File: src/rtl/alu_arbiter.sv
// Round-robin arbiter that shares one ALU between two requesters and walks each
// operation through issue, capture and response phases.
module alu_arbiter #(
    parameter int WIDTH = 7,
    parameter int OPW   = 3
) (
    input  logic             i_clk,
    input  logic             i_reset,
    input  logic             i_req0_valid,
    input  logic             i_req1_valid,
    output logic             o_req0_ready,
    output logic             o_req1_ready,
    input  logic [WIDTH-1:0] i_req0_a,
    input  logic [WIDTH-1:0] i_req0_b,
    input  logic [OPW-1:0]   i_req0_op,
    input  logic [WIDTH-1:0] i_req1_a,
    input  logic [WIDTH-1:0] i_req1_b,
    input  logic [OPW-1:0]   i_req1_op,
    output logic [WIDTH-1:0] o_alu_a,
    output logic [WIDTH-1:0] o_alu_b,
    output logic [OPW-1:0]   o_alu_op,
    output logic             o_alu_en,
    input  logic [WIDTH-1:0] i_alu_result,
    input  logic             i_alu_flag_gt_zero,
    output logic             o_rsp_valid,
    input  logic             i_rsp_ready,
    output logic             o_rsp_id,
    output logic [WIDTH-1:0] o_rsp_result,
    output logic             o_rsp_flag,
    output logic             o_busy,
    output logic [7:0]       o_ops_done
);

    // state | meaning
    // IDLE  | waiting for a request; ready is offered to the round-robin winner
    // EXEC  | operands presented to the ALU, alu_en high for this one cycle
    // CAPT  | ALU result valid; registered into the response at end of cycle
    // RESP  | response held on rsp_* until the consumer takes it
    typedef enum logic [1:0] {
        IDLE = 2'd0,
        EXEC = 2'd1,
        CAPT = 2'd2,
        RESP = 2'd3
    } state_t;

    state_t           r_state;
    logic             r_last_grant;
    logic [WIDTH-1:0] r_alu_a;
    logic [WIDTH-1:0] r_alu_b;
    logic [OPW-1:0]   r_alu_op;
    logic             r_alu_en;
    logic             r_rsp_valid;
    logic             r_rsp_id;
    logic [WIDTH-1:0] r_rsp_result;
    logic             r_rsp_flag;
    logic             r_busy;
    logic [7:0]       r_ops_done;

    logic w_idle;
    logic w_grant0;
    logic w_grant1;

    // On a tie the requester that did not win last time is favoured.
    assign w_idle   = (r_state == IDLE);
    assign w_grant0 = w_idle && i_req0_valid && (!i_req1_valid || r_last_grant);
    assign w_grant1 = w_idle && i_req1_valid && (!i_req0_valid || !r_last_grant);

    always_ff @(posedge i_clk or posedge i_reset) begin
        if (i_reset) begin
            r_state      <= IDLE;
            r_last_grant <= 1'b1;
            r_alu_a      <= '0;
            r_alu_b      <= '0;
            r_alu_op     <= '0;
            r_alu_en     <= 1'b0;
            r_rsp_valid  <= 1'b0;
            r_rsp_id     <= 1'b0;
            r_rsp_result <= '0;
            r_rsp_flag   <= 1'b0;
            r_busy       <= 1'b0;
            r_ops_done   <= 8'd0;
        end else begin
            case (r_state)
                IDLE: begin
                    if (w_grant0 || w_grant1) begin
                        r_alu_a      <= w_grant1 ? i_req1_a  : i_req0_a;
                        r_alu_b      <= w_grant1 ? i_req1_b  : i_req0_b;
                        r_alu_op     <= w_grant1 ? i_req1_op : i_req0_op;
                        r_rsp_id     <= w_grant1;
                        r_last_grant <= w_grant1;
                        r_alu_en     <= 1'b1;
                        r_busy       <= 1'b1;
                        r_state      <= EXEC;
                    end
                end
                EXEC: begin
                    r_alu_en <= 1'b0;
                    r_state  <= CAPT;
                end
                CAPT: begin
                    r_rsp_result <= i_alu_result;
                    r_rsp_flag   <= i_alu_flag_gt_zero;
                    r_rsp_valid  <= 1'b1;
                    r_state      <= RESP;
                end
                RESP: begin
                    if (i_rsp_ready) begin
                        r_rsp_valid <= 1'b0;
                        r_busy      <= 1'b0;
                        r_ops_done  <= r_ops_done + 8'd1;
                        r_state     <= IDLE;
                    end
                end
                default: begin
                    r_state <= IDLE;
                end
            endcase
        end
    end

    assign o_req0_ready = w_grant0;
    assign o_req1_ready = w_grant1;
    assign o_alu_a      = r_alu_a;
    assign o_alu_b      = r_alu_b;
    assign o_alu_op     = r_alu_op;
    assign o_alu_en     = r_alu_en;
    assign o_rsp_valid  = r_rsp_valid;
    assign o_rsp_id     = r_rsp_id;
    assign o_rsp_result = r_rsp_result;
    assign o_rsp_flag   = r_rsp_flag;
    assign o_busy       = r_busy;
    assign o_ops_done   = r_ops_done;

endmodule

File: config.mk
export PLATFORM = sky130hd
export DESIGN_NAME = alu_arbiter
export DESIGN_NICKNAME = d
export VERILOG_FILES = /design/src/rtl/alu_arbiter.sv
export SDC_FILE = /design/constraint.sdc
export NUM_CORES = 1
export LEC_CHECK = 0
export CORE_ASPECT_RATIO = 0.8
export CORE_MARGIN = 10
export CORE_UTILIZATION = 42
export DETAILED_ROUTE_END_ITERATION = 8
export PLACE_DENSITY = 0.8
export SETUP_SLACK_MARGIN = 0.15
export SLEW_MARGIN = 20
export SYNTH_ARGS = -nofsm -noshare
export SYNTH_HDL_FRONTEND = slang
export SYNTH_SLANG_ARGS = --single-unit
File: constraint.sdc
create_clock -name i_clk -period 1.8 [get_ports i_clk]
set_input_delay 0.36 -clock i_clk [delete_from_list [all_inputs] [get_ports i_clk]]
set_output_delay 0.36 -clock i_clk [all_outputs]
set_load 0.01 [all_outputs]
==> impl_metrics.json, run 1 <==
{
  "hold_ws_ps": 408,
  "register_area_um2": 1000,
  "rsz0062_at_grt": "yes",
  "wl_mm": 5.97,
  "maxCapViolations": 0,
  "r2r_start": "r_state[1]",
  "fmax_mhz": 607,
  "fillers": 376,
  "syn_nets": 235,
  "post-route-period-util_pct": 91.5,
  "drt-vias-per-instance": 5.26,
  "ys_seq_area_share_pct": 51.6,
  "muxShareOfSynthArea_pct": 6.51,
  "post-place-cells": 334,
  "swShare_pct": 33.3,
  "instances_no_fill": 348,
  "synth_seq_cells": 40,
  "postRouteAntennaNets": 0,
  "clock_path_buffers": 2,
  "crit_start": "r_state[1]",
  "fin_nets": 340,
  "drtIter0Drc": 90,
  "clkSinkCount": 40,
  "synth.avg_cell_area_um2": 10.7,
  "cell_internal_pwr_mw": 3.54,
  "hp-class": "in -> async",
  "die_w_um": 96.0,
  "syn_area_um2": 1940,
  "drtPass1Iterations": 4,
  "path_clk_slew_ps": 80,
  "synthXorXnorAreaFrac_pct": 3.16,
  "pwr-share-clk_pct": 19.0,
  "critPathKind": "reg -> reg",
  "die_y_um": 80.8,
  "num_rows": 22,
  "cts_hold_buf": 0,
  "multiInputGateArea_um2": 845,
  "area_growth_pct": 64.2,
  "via_count": 1830,
  "final_hold_viol_count": 0,
  "setup_viol": 0,
  "ios": 86,
  "drive_gt1_share_pct": 19.4,
  "synth_top_family_by_area": "compound AO/OA/AOI/OAI gates",
  "r2r_slack_ps": 150,
  "ys_warn_count": 0,
  "grt_max_degree": 41,
  "relSlewSlack_pct": 69.6,
  "start_util_pct": 42.8,
  "dp_hpwl_mm": 4.38,
  "status": "finished clean",
  "cts_tree": "yes",
  "crit_path_start_kind": "register",
  "cp.required_ps": 1970,
  "pwr_density_cell_nw_per_um2": 1660,
  "grt_pass1_vias": 1850,
  "antenna_found_initial": 0,
  "switchingPower_mw": 1.76,
  "synth_cells": 182,
  "core_um2": 4540,
  "grt_overflow_total": 0,
  "grt_pass1_wl_mm": 9.41,
  "synth_fa_ha_area_share_pct": 3.87,
  "gp_congestion": 0.743,
  "crit_fanout": 4,
  "diodes": 0,
  "portBuffers": 85,
  "pwr-share-seq_pct": 29.2,
  "cp_data_arrival_time_ps": 1820,
  "wl_per_cell_um": 17.2,
  "worst_pin_slew_ps": 456,
  "ir_drop_mv": 1.09,
  "grt_usage_pct": 15.3,
  "synth_compound_area_share_pct": 20.6,
  "end_kind": "register",
  "cts_made_buffers": 5,
  "clock_latency_ps": 290,
  "clockRootBuffer": "clkbuf_8",
  "htree_num_levels": 2,
  "fin_crit_ps": 1650,
  "yosysUniqueCellTypes": 28,
  "skew_ps": 8.65,
  "tns_ps": 0,
  "final_max_slew_viol_count": 0,
  "synthSimpleGateAreaFrac_pct": 8.38,
  "r2r_end": "r_state[1]",
  "drcViolationCount": 0,
  "r2r_cells": 6,
  "die_area_um2": 7760,
  "p_leak_nw": 1.31,
  "cp-endpoint": "r_state[1]",
  "p_comb_share_pct": 51.8
}
==> cell usage after synthesis <==
library cell	n	area share, %
and3_1	2	0.64
or3b_4	1	0.58
o21a_4	1	0.77
and2_1	2	0.64
clkbuf_1	5	0.97
buf_4	1	0.39
a21oi_1	3	0.77
o22ai_1	2	0.64
ha_1	6	3.9
o21a_1	1	0.39
o2111ai_1	17	7.7
dfrtp_1	39	50
inv_1	5	0.97
clkinv_1	2	0.39
buf_2	8	2.1
dfstp_2	1	1.4
a31oi_1	17	5.5
nand4_1	4	1.3
mux2_2	9	5.2
xnor2_1	6	2.7
o21ai_0	17	4.4
o2bb2ai_1	1	0.45
nand2_1	5	0.97
buf_6	2	1.2
mux2i_1	1	0.52
mux2_4	1	0.77
nor2_1	22	4.3
xor2_1	1	0.45
==> per-stage QoR <==
step,power (mW),setup slack (ps),area (µm²),util (%)
after CTS,5.28,154,3150,69.4
after detailed placement,4.18,-246,2960,65.3
after global routing,5.68,103,3190,70.2
after floorplan,2.86,150,1940,-
final,5.30,153,3190,70.2
after global placement,4.11,-262,2960,65.3
==> cell usage in the layout (no fill, tap or decap), types with 2 or more instances in the layout <==
cell type / n
ha_1: 5
xnor2_1: 6
bufinv_16: 3
nor2_1: 22
clkdlybuf4s50_1: 82
mux2_2: 9
buf_2: 2
clkbuf_8: 5
and3_1: 2
and2_1: 2
buf_6: 3
o22ai_1: 2
a31oi_1: 17
clkinv_1: 3
dfrtp_1: 39
inv_2: 2
a21oi_1: 3
nand2_1: 5
o2111ai_1: 17
o21ai_0: 17
nand4_1: 4
inv_1: 2
buf_4: 25
o21a_4: 2
==> routing by layer <==
layer	vias to the layer above	wire length [µm]	share of wire, %	GRT usage [%]
li1	880	-	-	-
met1	886	2500	42	18.5
met2	57	2980	50	25.4
met3	7	413	6.9	4.70
met4	0	82	1.4	5.44
met5	-	0	0	0
==> sequential cells by signal, indices dropped and copies added, names as in the netlist <==
| register | flops |
|---|---|
| o_ops_done | 8 |
| o_rsp_id | 1 |
| o_rsp_valid | 1 |
| o_alu_a | 7 |
| r_last_grant | 1 |
| r_state | 2 |
| o_busy | 1 |
| o_alu_en | 1 |
| o_rsp_flag | 1 |
| o_alu_b | 7 |
| o_alu_op | 3 |
| o_rsp_result | 7 |
==> power by group through the flow <==
stage / logic, mW / clock network, mW / registers [mW]
2_1_floorplan: 1.09 / 0 / 1.76
3_3_place_gp: 2.54 / 0 / 1.57
3_5_place_dp: 2.58 / 0 / 1.60
4_1_cts: 2.69 / 1.03 / 1.56
5_1_grt: 2.99 / 1.08 / 1.61
6_report: 2.75 / 1.01 / 1.55
==> worst min path at each step <==
| stage | cells after the start | endpoint | slack (ps) | startpoint |
|---|---|---|---|---|
| after floorplan | 1 | o_ops_done[7] | 510 | o_ops_done[7] |
| after global placement | 1 | o_ops_done[7] | 460 | o_ops_done[7] |
| after detailed placement | 1 | o_ops_done[5] | 480 | o_ops_done[5] |
| after CTS | 3 | o_ops_done[5] | 410 | i_reset |
| after global routing | 3 | o_alu_b[5] | 430 | i_reset |
| final | 3 | o_ops_done[6] | 410 | i_reset |
==> what timing repair did <==
item                       CTS  global route
buffers inserted             3             3
setup endpoints to repair   24            11
gates resized for setup     14             3
pin swaps                    1             2
==> kinds of logic (layout without fill, tap and decap cells) <==
group / Yosys count / count (layout)
buf+inv: 23 / 129
flops: 40 / 40
simple gates: 36 / 36
compound gates: 59 / 59
mux: 11 / 11
xor+xnor: 7 / 7
fa+ha+maj: 6 / 6
==> cell type report <==
class / count / share of cell area, %
Timing Repair Buffer: 114 / 33.9
Sequential cell: 40 / 31.4
Multi-Input combinational cell: 119 / 26.5
Clock inverter: 3 / 2.83
Tap cell: 60 / 2.35
Clock buffer: 5 / 2.16
Inverter: 7 / 0.824
==> critical path, cell delays in order, from the launching register on <==
cell,delay (ps)
dfrtp_1,400
inv_2,90
ha_4,140
buf_4,100
or3b_4,370
o21a_4,130
mux2_4,290
Note: power is estimated with default switching activity, not from simulation.
==> inputs of run 2 (changes only) <==
--- a/config.mk
+++ b/config.mk
@@ -7,11 +7,13 @@
 export LEC_CHECK = 0
 export CORE_ASPECT_RATIO = 0.8
 export CORE_MARGIN = 10
-export CORE_UTILIZATION = 42
+export CORE_UTILIZATION = 45
+export CTS_CLUSTER_SIZE = 12
 export DETAILED_ROUTE_END_ITERATION = 8
-export PLACE_DENSITY = 0.8
+export PLACE_DENSITY = 0.85
 export SETUP_SLACK_MARGIN = 0.15
 export SLEW_MARGIN = 20
 export SYNTH_ARGS = -nofsm -noshare
 export SYNTH_HDL_FRONTEND = slang
 export SYNTH_SLANG_ARGS = --single-unit
+export TNS_END_PERCENT = 10
==> constraint.sdc (replaced) <==
create_clock -name i_clk -period 2 [get_ports i_clk]
set_input_delay 0.4 -clock i_clk [delete_from_list [all_inputs] [get_ports i_clk]]
set_output_delay 0.4 -clock i_clk [all_outputs]
set_load 0.01 [all_outputs]
==> run 2 against run 1 <==
  * Register-to-register slack gained 60 ps
  * First-iteration DRC count shrank 14%
  * Highest routed layer unchanged
  * Hold slack gained 14 ps
  * Non-clock buffer count shrank 10
  * Sequential share of layout area grew 1.6 points
  * Cell area shrank 4.7%
  * Cell count shrank 3.7%
  * Largest power group unchanged
==> impl_metrics.json, run 2 (synthesized netlist as in run 1, its figures left out) <==
{
  "diodes": 0,
  "die_y_um": 78.8,
  "dp_hpwl_mm": 4.41,
  "area_growth_pct": 56.4,
  "cp_data_arrival_time_ps": 1440,
  "portBuffers": 85,
  "fmax_mhz": 543,
  "drtPass1Iterations": 4,
  "cts_made_buffers": 5,
  "fillers": 320,
  "fin_nets": 330,
  "antenna_found_initial": 0,
  "post-route-period-util_pct": 92.0,
  "use_met2_pct": 27.1,
  "start_util_pct": 46.5,
  "crit_path_start_kind": "input port",
  "die_w_um": 93.4,
  "met3_usage_pct": 4.51,
  "final_cell_mix": "clkdlybuf4s50_1 (83), dfrtp_1 (39), nor2_1 (21)",
  "pwr-share-seq_pct": 32.6,
  "cp.required_ps": 1600,
  "p_leak_nw": 1.22,
  "grt_max_degree": 23,
  "hp-class": "in -> async",
  "wl_mm": 5.89,
  "die_area_um2": 7360,
  "drcViolationCount": 0,
  "clock_latency_ps": 290,
  "rsz0062_at_grt": "yes",
  "pwr-share-clk_pct": 14.7,
  "fin_crit_ps": 1840,
  "clkSinkCount": 40,
  "top_usage_layer": "met2",
  "ir_drop_mv": 1.15,
  "setup_ws_ps": 159,
  "relSlewSlack_pct": 58.4,
  "grt_overflow_total": 0,
  "drt-vias-per-instance": 5.33,
  "dp_slack_ps": -127,
  "final_common_cell": "clkdlybuf4s50_1",
  "largest_reg_flops": 8,
  "grt_pass1_vias": 1936,
  "final_hold_viol_count": 0,
  "cell_internal_pwr_mw": 2.81,
  "clock_path_buffers": 2,
  "critPathKind": "in -> out",
  "cts_hold_buf": 0,
  "tns_ps": 0,
  "core_um2": 4180,
  "status": "finished clean",
  "p_comb_share_pct": 52.7,
  "finalPower_mw": 4.37,
  "maxCapViolations": 0,
  "grt_usage_pct": 15.8,
  "drtIter0Drc": 77,
  "via_count": 1784,
  "path_clk_slew_ps": 80,
  "drive_gt1_share_pct": 16.2,
  "crit_fanout": 3,
  "swShare_pct": 35.7,
  "grt_pass1_wl_mm": 9.38,
  "pwr_density_cell_nw_per_um2": 1440,
  "num_rows": 21,
  "skew_ps": 7.07,
  "htree_num_levels": 2,
  "wl_per_cell_um": 17.6,
  "setup_viol": 0,
  "final_max_slew_viol_count": 0,
  "gr-usage-met1_pct": 17.8,
  "worst_pin_slew_ps": 621,
  "cts_tree": "yes",
  "end_kind": "output pin",
  "switchingPower_mw": 1.56,
  "ios": 86,
  "gp_congestion": 0.802,
  "clockRootBuffer": "clkbuf_8",
  "postRouteAntennaNets": 0
}
run 2: area by class of cell:
type	instances	area, µm²	share of cell area [%]
Timing Repair Buffer	104	990	32.6
Clock inverter	2	35.0	1.15
Multi-Input combinational cell	119	840	27.6
Sequential cell	40	1000	33.0
Tap cell	57	71.3	2.35
Clock buffer	6	72.6	2.39
Inverter	7	26.3	0.865
run 2: final timing paths:
kind                                     from            end  slack (ps)  cells after the start
worst max-delay path             i_req0_valid   o_req1_ready         160                      4
worst min-delay path                  i_reset     o_alu_b[5]         420                      2
worst max register to register     r_state[1]     r_state[1]         210                      6
worst min register to register  o_ops_done[7]  o_ops_done[7]         480                      1
max in group asynchronous             i_reset    o_rsp_valid        1040                      3
min in group i_clk              o_ops_done[7]  o_ops_done[7]         480                      1
run 2: layer usage:
layer / vias to the layer above / share of wire [%]
li1: 858 / -
met1: 851 / 40
met2: 64 / 50
met3: 11 / 7.6
met4: 0 / 2.5
met5: - / 0
run 2: worst max-delay path, cell delays in order:
cell and delay (ps):
clkdlybuf4s50_1 460, and2_1 210, nor2_2 120, clkdlybuf4s15_2 240
run 2: power by group through the flow:
stage	registers [mW]	logic [mW]	clock network, mW
floorplan	1.58	0.985	0
global placement	1.42	2.20	0
detailed placement	1.44	2.25	0
CTS	1.43	2.28	0.652
global route	1.48	2.48	0.693
finish	1.42	2.30	0.642
run 2: what timing repair did:
action	CTS	global route
gates resized for setup	7	4
buffers inserted	0	1
endpoints found under the setup margin	3	3
run 2: stage by stage:
step | util (%) | cells | hold slack, ps | cell area, µm²
floorplan | - | 182 | 508 | 1940
global placement | 69.7 | 326 | 459 | 2910
detailed placement | 69.7 | 326 | 478 | 2910
CTS | 72.6 | 334 | 442 | 3030
global route | 72.7 | 335 | 458 | 3040
finish | 72.7 | 335 | 422 | 3040
